<file path="src/rtl/fetch_pkg.sv">
// Shared types and sizing for the instruction-fetch prefetch queue.
package fetch_pkg;

    localparam int unsigned FETCH_DEPTH   = 4;
    localparam int unsigned FETCH_XLEN    = 32;
    localparam int unsigned FETCH_DEPTH_W = $clog2(FETCH_DEPTH) + 1;

    typedef enum logic [0:0] {
        RUN     = 1'b0,
        DISCARD = 1'b1
    } fetch_state_e;

    typedef struct packed {
        logic [FETCH_XLEN-1:0] pc;
        logic [FETCH_XLEN-1:0] ins;
    } fetch_entry_t;

endpackage

</file>
<file path="src/rtl/fetch_prefetch_queue_fifo.sv">
// Synchronous FIFO with flush; head is read combinationally from storage.
// Used for both the instruction queue and the in-flight PC FIFO.
module fetch_fifo #(
    parameter int unsigned WIDTH = 32,
    parameter int unsigned DEPTH = 4
) (
    input  logic                     clk,
    input  logic                     rst,
    input  logic                     flush_i,
    input  logic                     push_i,
    input  logic [WIDTH-1:0]         push_data_i,
    input  logic                     pop_i,
    output logic [WIDTH-1:0]         head_c,
    output logic                     empty_c,
    output logic [$clog2(DEPTH):0]   count_c
);

    localparam int unsigned PTR_W = $clog2(DEPTH);
    localparam int unsigned CNT_W = PTR_W + 1;

    logic [WIDTH-1:0] mem_q [DEPTH];
    logic [CNT_W-1:0] wr_q, wr_d;
    logic [CNT_W-1:0] rd_q, rd_d;

    // Pointer update; flush wins over push/pop.
    always_comb begin
        wr_d = wr_q;
        rd_d = rd_q;
        if (flush_i) begin
            wr_d = '0;
            rd_d = '0;
        end else begin
            if (push_i) wr_d = wr_q + CNT_W'(1);
            if (pop_i)  rd_d = rd_q + CNT_W'(1);
        end
    end

    // Pointer registers.
    always_ff @(posedge clk or posedge rst) begin
        if (rst) begin
            wr_q <= '0;
            rd_q <= '0;
        end else begin
            wr_q <= wr_d;
            rd_q <= rd_d;
        end
    end

    // Storage write; contents need no reset since the head is masked when empty.
    always_ff @(posedge clk) begin
        if (push_i && !flush_i) begin
            mem_q[wr_q[PTR_W-1:0]] <= push_data_i;
        end
    end

    assign empty_c = (wr_q == rd_q);
    assign count_c = wr_q - rd_q;
    assign head_c  = empty_c ? '0 : mem_q[rd_q[PTR_W-1:0]];

endmodule

</file>
<file path="src/rtl/fetch_prefetch_queue.sv">
// Instruction-fetch front end: owns the fetch PC, issues in-order requests to a
// variable-latency memory, buffers returned words with their PCs and hands them
// to IF/ID over valid/ready. Redirects flush wrong-path work; responses to
// requests issued before a redirect are counted off and dropped.
// Optional build macro FETCH_PERF_EN adds perf_starve/perf_flush counters.
module fetch_prefetch_queue
    import fetch_pkg::*;
#(
    parameter int unsigned      DEPTH    = FETCH_DEPTH,
    parameter int unsigned      XLEN     = FETCH_XLEN,
    parameter logic [XLEN-1:0]  RESET_PC = '0
) (
    input  logic            clk,
    input  logic            rst,
    input  logic            redirect_valid,
    input  logic [XLEN-1:0] redirect_pc,
    output logic            imem_req_valid,
    input  logic            imem_req_ready,
    output logic [XLEN-1:0] imem_req_addr,
    input  logic            imem_rsp_valid,
    input  logic [XLEN-1:0] imem_rsp_data,
    output logic            out_valid,
    input  logic            out_ready,
    output logic [XLEN-1:0] out_pc,
    output logic [XLEN-1:0] out_ins
`ifdef FETCH_PERF_EN
    ,
    output logic [31:0]     perf_starve,
    output logic [31:0]     perf_flush
`endif
);

    localparam int unsigned CNT_W = $clog2(DEPTH) + 1;
    localparam int unsigned SUM_W = CNT_W + 1;

    fetch_state_e     state_q, state_d;
    logic [XLEN-1:0]  fetch_pc_q, fetch_pc_d;
    logic [CNT_W-1:0] outstanding_q, outstanding_d;
    logic [CNT_W-1:0] drop_cnt_q, drop_cnt_d;
    logic [CNT_W-1:0] drop_calc;
    logic [CNT_W-1:0] q_count;
    logic [SUM_W-1:0] inflight_sum;
    logic             credit_ok;
    logic             req_fire;
    logic             q_empty;
    logic             q_pop;
    logic             rsp_take_c;
    logic             rsp_drop_c;
    fetch_entry_t     q_wdata;
    fetch_entry_t     q_head;
    logic [XLEN-1:0]  pc_head;
    logic [CNT_W-1:0] pc_cnt_unused;
    logic             pc_empty_unused;

    // Credit: queued entries plus in-flight requests never exceed DEPTH.
    assign inflight_sum   = SUM_W'(q_count) + SUM_W'(outstanding_q);
    assign credit_ok      = (inflight_sum < SUM_W'(DEPTH));
    assign imem_req_valid = !rst && !redirect_valid && credit_ok;
    assign imem_req_addr  = fetch_pc_q;
    assign req_fire       = imem_req_valid && imem_req_ready;

    // Responses still owed by memory, less one arriving this cycle, must be discarded.
    assign drop_calc = outstanding_q - CNT_W'(imem_rsp_valid);

    // FSM state register.
    always_ff @(posedge clk or posedge rst) begin
        if (rst) state_q <= RUN;
        else     state_q <= state_d;
    end

    // FSM next state: any redirect re-evaluates; DISCARD ends with the last dropped response.
    always_comb begin
        state_d = state_q;
        if (redirect_valid) begin
            state_d = (drop_calc != '0) ? DISCARD : RUN;
        end else begin
            unique case (state_q)
                RUN:     state_d = RUN;
                DISCARD: if (imem_rsp_valid && drop_cnt_q == CNT_W'(1)) state_d = RUN;
                default: state_d = RUN;
            endcase
        end
    end

    // FSM outputs: keep or drop the response arriving this cycle.
    always_comb begin
        rsp_take_c = 1'b0;
        rsp_drop_c = 1'b0;
        if (imem_rsp_valid && !redirect_valid) begin
            rsp_take_c = (state_q == RUN);
            rsp_drop_c = (state_q == DISCARD);
        end
    end

    // Fetch PC, outstanding and drop counter next values.
    always_comb begin
        fetch_pc_d    = fetch_pc_q;
        outstanding_d = outstanding_q + CNT_W'(req_fire) - CNT_W'(imem_rsp_valid);
        drop_cnt_d    = drop_cnt_q;
        if (redirect_valid) begin
            fetch_pc_d = redirect_pc;
            drop_cnt_d = drop_calc;
        end else begin
            if (req_fire) fetch_pc_d = fetch_pc_q + XLEN'(4);
            if (rsp_drop_c && drop_cnt_q != '0) drop_cnt_d = drop_cnt_q - CNT_W'(1);
        end
    end

    // Datapath registers.
    always_ff @(posedge clk or posedge rst) begin
        if (rst) begin
            fetch_pc_q    <= RESET_PC;
            outstanding_q <= '0;
            drop_cnt_q    <= '0;
        end else begin
            fetch_pc_q    <= fetch_pc_d;
            outstanding_q <= outstanding_d;
            drop_cnt_q    <= drop_cnt_d;
        end
    end

    // PCs of requests in flight, consumed in order by kept responses.
    fetch_fifo #(.WIDTH(XLEN), .DEPTH(DEPTH)) u_pc_fifo (
        .clk         (clk),
        .rst         (rst),
        .flush_i     (redirect_valid),
        .push_i      (req_fire),
        .push_data_i (fetch_pc_q),
        .pop_i       (rsp_take_c),
        .head_c      (pc_head),
        .empty_c     (pc_empty_unused),
        .count_c     (pc_cnt_unused)
    );

    assign q_wdata = {pc_head, imem_rsp_data};
    assign q_pop   = !q_empty && out_ready && !redirect_valid;

    // Instruction queue presented to IF/ID.
    fetch_fifo #(.WIDTH($bits(fetch_entry_t)), .DEPTH(DEPTH)) u_ins_fifo (
        .clk         (clk),
        .rst         (rst),
        .flush_i     (redirect_valid),
        .push_i      (rsp_take_c),
        .push_data_i (q_wdata),
        .pop_i       (q_pop),
        .head_c      (q_head),
        .empty_c     (q_empty),
        .count_c     (q_count)
    );

    assign out_valid = !q_empty;
    assign out_pc    = q_head.pc;
    assign out_ins   = q_head.ins;

`ifdef FETCH_PERF_EN
    logic [31:0] perf_starve_q;
    logic [31:0] perf_flush_q;

    // Starvation and flush event counters (wrapping).
    always_ff @(posedge clk or posedge rst) begin
        if (rst) begin
            perf_starve_q <= '0;
            perf_flush_q  <= '0;
        end else begin
            if (out_ready && q_empty) perf_starve_q <= perf_starve_q + 32'd1;
            if (redirect_valid)       perf_flush_q  <= perf_flush_q + 32'd1;
        end
    end

    assign perf_starve = perf_starve_q;
    assign perf_flush  = perf_flush_q;
`endif

endmodule
</file>
<file path="config.mk">
export PLATFORM = sky130hd
export DESIGN_NAME = fetch_prefetch_queue
export DESIGN_NICKNAME = d
export VERILOG_FILES = /design/src/rtl/fetch_pkg.sv /design/src/rtl/fetch_prefetch_queue_fifo.sv /design/src/rtl/fetch_prefetch_queue.sv
export SDC_FILE = /design/constraint.sdc
export NUM_CORES = 1
export LEC_CHECK = 0
export CAP_MARGIN = 20
export CORE_MARGIN = 1
export CORE_UTILIZATION = 38
export CTS_CLUSTER_DIAMETER = 80
export DETAILED_ROUTE_END_ITERATION = 6
export GPL_TIMING_DRIVEN = 0
export MAX_ROUTING_LAYER = met4
export PLACE_DENSITY = 0.56
export SETUP_SLACK_MARGIN = 0.02
export SKIP_LAST_GASP = 1
export SYNTH_ARGS = -nofsm -noshare
export SYNTH_HDL_FRONTEND = slang
export SYNTH_SLANG_ARGS = --single-unit
</file>
<file path="constraint.sdc">
create_clock -name clk -period 6.38 [get_ports clk]
set_clock_uncertainty 0.15 [all_clocks]
set_input_delay 1.276 -clock clk [delete_from_list [all_inputs] [get_ports clk]]
set_output_delay 1.276 -clock clk [all_outputs]
set_load 0.01 [all_outputs]
</file>
=== Word-level counts from Yosys, hierarchy flattened ===
Memories as Yosys holds them, arrays and structs flattened.
Index checks and enable logic that the tools add are counted.

* Register bits: 51
* RAM bits: 384
* Input bits: 70
* Memories kept: 2

{| class="wikitable"
|+ Memories
! memory !! depth !! bits a word !! read ports !! clocked after Yosys merged registers in !! write ports !! line !! text
|-
| u_ins_fifo.mem_q || 4 || 64 || 1 || 0 || 1 || fetch_prefetch_queue_fifo.sv:21 || <nowiki>logic [WIDTH-1:0] mem_q [DEPTH];</nowiki>
|-
| u_pc_fifo.mem_q || 4 || 32 || 1 || 0 || 1 || fetch_prefetch_queue_fifo.sv:21 ||
|}

* Add/subtract/negate cells: 11
* Order comparisons: 1
* Eq/ne operators: 3
* Multiplexer cells: 24
* Bitwise gates (word level): 1
* Reduce and logical (&&, ||, !) cells: 19

{| class="wikitable"
|+ Operator list
! cell !! number
|-
| $mux 32 || 3
|-
| $mux 64 || 1
|-
| $add 32x3->32 const B || 1
|-
| $mux 3 || 10
|-
| $add 3x1->3 const B || 4
|-
| $logic_and 1x1->1 || 10
|-
| $mux 1 || 9
|-
| $reduce_bool 2->1 || 4
|-
| $eq 3x3->1 || 2
|-
| $reduce_bool 3->1 || 2
|-
| $sub 3x1->3 || 2
|-
| $add 3x3->4 || 1
|-
| $lt 4x3->1 const B || 1
|-
| $add 3x1->3 || 1
|-
| $eq 3x1->1 const B || 1
|-
| $logic_not 1->1 || 3
|-
| $sub 3x1->3 const B || 1
|-
| $sub 3x3->3 || 1
|-
| $pmux 1 s2 || 1
|-
| $not 1->1 || 1
|}

=== Depth between registers and ports, before layout ===
* Word-level depth: 8
* Gate-level depth with buffers: 17
* Gate-level depth less buffers: 16

=== Modules after synthesis ===
A second synthesis with hierarchy kept.

* Cell total of the unflattened synthesis: 969
* Area, all modules: 17999.8 um2

{| class="wikitable"
|+ Modules (own cells, without submodules)
! module !! times used !! cells an instance !! area each (um2)
|-
| fetch_fifo (u_ins_fifo) || 1 || 455 || 10253.6
|-
| fetch_fifo (u_pc_fifo) || 1 || 249 || 5368.9
|-
| fetch_prefetch_queue || 1 || 265 || 2377.3
|}

=== Worst setup path before layout ===
Ideal clock, no wire load.

* Path kind: input port to flip-flop
* Start point: input port redirect_valid
* End point: memory u_ins_fifo.mem_q[3][0] (netlist name), enable pin
* Setup time: 0.486 ns
* Data arrival time: 4.492 ns
* Setup slack: 1.252 ns
* Cell stages on the path: 4
* Path through: buf_6 clkbuf_1 buf_1 nor2_1

* Longest elaborated chain between the ends: 6

{| class="wikitable"
|+ RTL lines
! what !! line !! text
|-
| from (decl) || fetch_prefetch_queue.sv:15 || <nowiki>input logic redirect_valid,</nowiki>
|-
| $logic_not 1->1 (*) || fetch_prefetch_queue_fifo.sv:51, fetch_prefetch_queue.sv:89 ||
|-
| $logic_and 1x1->1 || fetch_prefetch_queue.sv:89 || <nowiki>if (imem_rsp_valid && !redirect_valid) begin</nowiki>
|-
| $mux 1 || fetch_prefetch_queue.sv:89 ||
|-
| $logic_and 1x1->1 (*) || fetch_prefetch_queue_fifo.sv:51 || <nowiki>if (push_i && !flush_i) begin</nowiki>
|-
| $mux 1 (*) || fetch_prefetch_queue_fifo.sv:51 ||
|-
| $mux 1 (not written as such) (*) || fetch_prefetch_queue_fifo.sv:52 || <nowiki>mem_q[wr_q[PTR_W-1:0]] <= push_data_i;</nowiki>
|-
| to (decl) || fetch_prefetch_queue_fifo.sv:21 ||
|}

Every way passes the cells marked *; elsewhere a longest branch is shown, timed or not.

=== Worst setup path in the final report ===
* Start point: register u_ins_fifo.rd_q[1]
* End point: output port out_pc[3]

* Longest elaborated chain between the ends: 2
* Elaborated cells on any way between the ends: 3

{| class="wikitable"
|+ RTL lines
! what !! line !! text
|-
| from (decl) || fetch_prefetch_queue_fifo.sv:23 || <nowiki>logic [CNT_W-1:0] rd_q, rd_d;</nowiki>
|-
| from (signal assigned) || fetch_prefetch_queue_fifo.sv:45 || <nowiki>rd_q <= rd_d;</nowiki>
|-
| $mem_v2 4x64 or $eq 3x3->1 (tied branches) || - ||
|-
| $mux 64 (*) || fetch_prefetch_queue_fifo.sv:58 || <nowiki>assign head_c = empty_c ? '0 : mem_q[rd_q[PTR_W-1:0]];</nowiki>
|-
| to (decl) || fetch_prefetch_queue.sv:24 || <nowiki>output logic [XLEN-1:0] out_pc,</nowiki>
|}

Marks and branches as above.

==> flow_summary_export.csv <==
group,metric,value,unit
timing,slew_violations,0,
synth,syn_inst,951,
grt,grt_antenna_before_repair,0,
placement,hpwl,24800,um
synth,yosys_warnings,0,
layout,finish.net_count,1273,
detailed_routing,route.final.wire_length,38800,um
layout,final_cell_mix,"edfxtp_1, clkdlybuf4s50_1, mux4_2",
detailed_routing,detailroute.via_count,9255,
power,p_int,5.76,mW
timing,hold_viol_final,0,
critical_path,largest_driver_fanout_on_the_critical_path,10,
clocking,cts.root.buffer_cell,"clkbuf_16",
power,total_leakage_power,7.22,nW
synth,synth_fp_nets,1045,
clocking,cts_made_buffers,48,
synth,synth_top_flop_cell,"edfxtp_1",
layout,multi_input_area,0.00459,mm2
detailed_routing,detailedRoute.firstPassIterationCount,4,
grt,globalRouteTotalUtil,17.4,%
synth,mappedNetlistArea,0.0177,mm2
detailed_routing,vias_per_cell,5.09,
job,max-cap-violations,0,
grt,global_route_wire_length_before_repair,59400,um
layout,final_common_cell,"edfxtp_1",
layout,final-seq-area,0.0128,mm2
grt,grt_pass1_vias,9869,
timing,setup_total_negative_slack,0,ns
floorplan,die_y,218,um
placement,routabilityCongestion,0.815,
clocking,post_cts_hold_buffer_count,0,
clocking,h-tree-depth,2,
layout,utilization,48.2,%
timing,worstMarginPinSlew,0.856,ns
status,outcome,"finished clean",
synth,postSynth.asyncResetShare,11.7,%
synth,synth_enable_flop_cells,384,
critical_path,critical_path_required,4.95,ns
synth,count_of_cell_types_in_the_netlist,51,
timing,worst_hold_slack,0.388,ns
clocking,cts.repair_timing.setup_buffer_count,0,
layout,post-route-cell-area,0.0220,mm2
clocking,cts.clk_slew.worst_paths,0.06,ns
layout,n_fill_cell,3828,
power,p_clk_share,36.2,%
clocking,tritoncts,"done",
detailed_routing,post-route-drc-count,0,
synth,synth.yosys.seq_area_share,72.5,%
critical_path,timing.setup.critical_path_class,"flop to output port",
synth,syn_area_per_cell,18.6,um2
clocking,clk-insertion-delay-late,0.57,ns
synth,ys_top_cells_by_area,"edfxtp_1, mux4_2, dfrtp_1, and2_1, ha_1",
floorplan,floorplan.io_pins,168,
clocking,tritoncts_num_sinks,435,
timing,rsz0062_at_grt,"no",
critical_path,kind_of_start_point_of_the_critical_path,"flop",
floorplan,fp-row-count,78,
synth,yosys.area.top_type,"edfxtp_1",
grt,globalRouteOverflowTotal,0,
timing,max_freq,172,MHz
detailed_routing,route.detailed.wl_per_inst,21.3,um
power,peakVddDrop,0.197,mV
timing,finalSetupViolations,0,
detailed_routing,initialDrtViolationCount,549,
floorplan,core,0.0456,mm2
worst_hold_path,hold_class,"flop to flop",
timing,final.min_clock_period,5.82,ns
power,power_per_cell_area,353,mW/mm2
power,p_sw_share,25.7,%
synth,synth.top_cell.area_share,65.3,%
detailed_routing,number_of_routed_nets_with_antenna_violations,0,
timing,maxSlewHeadroom,43.0,%
clocking,clockBufferDepth,3,
placement,dpl_cell_area,0.0204,mm2
placement,io_buffers,166,
critical_path,crit_arrival,4.39,ns
grt,grt_max_degree,54,
floorplan,die_width,218,um
power,power.share.sequential,44.3,%
critical_path,worst_setup_path_end_kind,"output port",
floorplan,total_die_area,0.0473,mm2
layout,layout_cell_share_with_drive_strength_beyond_1,18.0,%
power,combinational_share_of_power,19.5,%
layout,diodes,0,
power,design_power_total,7.75,mW
floorplan,initial_core_util,38.7,%
synth,ys_ff_latch,435,
layout,areaGrowthSynthToFinish,24.5,%
timing,final.period_utilization,91.2,%
power,total_switching_power,1.99,mW
[critical path, cell delays in order (launching register included)]
cell             delay (ns)
dfrtp_1                0.43
clkbuf_2               0.34
buf_1                  0.54
inv_1                  0.19
ha_1                   0.33
nand3_1                0.42
clkbuf_2               0.43
clkbuf_1               0.34
and2_1                 0.20
clkdlybuf4s50_1        0.58
[area by class of cell]
class	count	share of cell area, %
Clock buffer	59	5.89
Buffer	46	0.911
Multi-Input combinational cell	449	20.9
Inverter	21	0.359
Tap cell	600	3.42
Timing Repair Buffer	178	8.77
Clock inverter	31	1.47
Sequential cell	435	58.3
[routing by layer]
layer  global-route usage [%]  vias to the layer above  part of all wire [%]
met3                     2.94                       56                   4.7
met1                     22.7                     4767                    44
met4                     5.80                        0                   2.2
met2                     27.8                      233                    49
met5                        -                        -                     0
li1                         -                     4199                     -
[through the flow]
| step | instances | worst slack, ns |
|---|---|---|
| after global placement | 1717 | -2.05 |
| after CTS | 1819 | 0.111 |
| after detailed placement | 1729 | 0.480 |
| after floorplan | 951 | 1.25 |
| final | 1819 | 0.561 |
| after global routing | 1819 | 0.226 |
[worst paths after layout]
kind / from / to / slack [ns] / cells after the start
min reg2reg: outstanding_q[0] / outstanding_q[0] / 0.39 / 1
max: u_ins_fifo.rd_q[1] / out_pc[3] / 0.56 / 9
max in group asynchronous: rst / u_ins_fifo.wr_q[2] / 4.55 / 3
min in group asynchronous: rst / imem_req_addr[23] / 0.98 / 2
max reg2reg: u_ins_fifo.rd_q[1] / outstanding_q[2] / 1.50 / 17
min: outstanding_q[0] / outstanding_q[0] / 0.39 / 1
[state kept, by name, summed over array words and instances (netlist names)]
name / flops
u_pc_fifo.rd_q: 3
u_ins_fifo.wr_q: 3
u_ins_fifo.rd_q: 3
outstanding_q: 3
u_pc_fifo.mem_q: 128
u_ins_fifo.mem_q: 256
imem_req_addr: 32
u_pc_fifo.wr_q: 3
drop_cnt_q: 3
state_q: 1
[power by group through the flow]
stage | Sequential, mW | Clock (mW) | Combinational, mW
after floorplan | 3.46 | 0 | 0.861
after global routing | 3.45 | 2.98 | 1.66
after detailed placement | 3.49 | 0 | 1.55
after global placement | 3.50 | 0 | 1.52
after CTS | 3.44 | 2.87 | 1.56
final | 3.44 | 2.80 | 1.51
[cell families after synthesis]
kind of cell | share of synthesized area (%)
flip-flops | 72.5
AND/OR/NAND/NOR | 7.67
adder cells (fa/ha/maj) | 1.79
buffers and inverters | 1.57
AO/OA/AOI/OAI | 2.11
XOR/XNOR | 1.09
multiplexers | 13.2
[synth_stat cells (2+ instances only)]
cell	n
nand2_2	2
xnor2_1	10
nor4_1	5
edfxtp_1	384
fa_1	2
nand2b_1	3
mux4_2	96
a21oi_1	11
nand3b_1	3
and3_1	3
a221o_1	4
nor3b_1	2
mux2i_1	14
o311ai_0	4
nand2_1	36
nor2b_1	37
mux2_2	3
dfrtp_1	51
xor2_1	12
a21boi_0	5
o211ai_1	7
nor3_1	6
a21o_1	2
and2_1	71
nand3_1	19
inv_1	20
or3_1	2
clkbuf_1	28
nor2_1	23
buf_1	5
o21ai_0	16
ha_1	22
or4_1	4
buf_2	11
a41oi_1	2
nand4_1	11
[timing repair]
action | in CTS | in global routing
pin swaps | 0 | 0
gates resized for setup | 1 | 2
setup endpoints to repair | 20 | 10
Power figures use the tool's default switching activity.
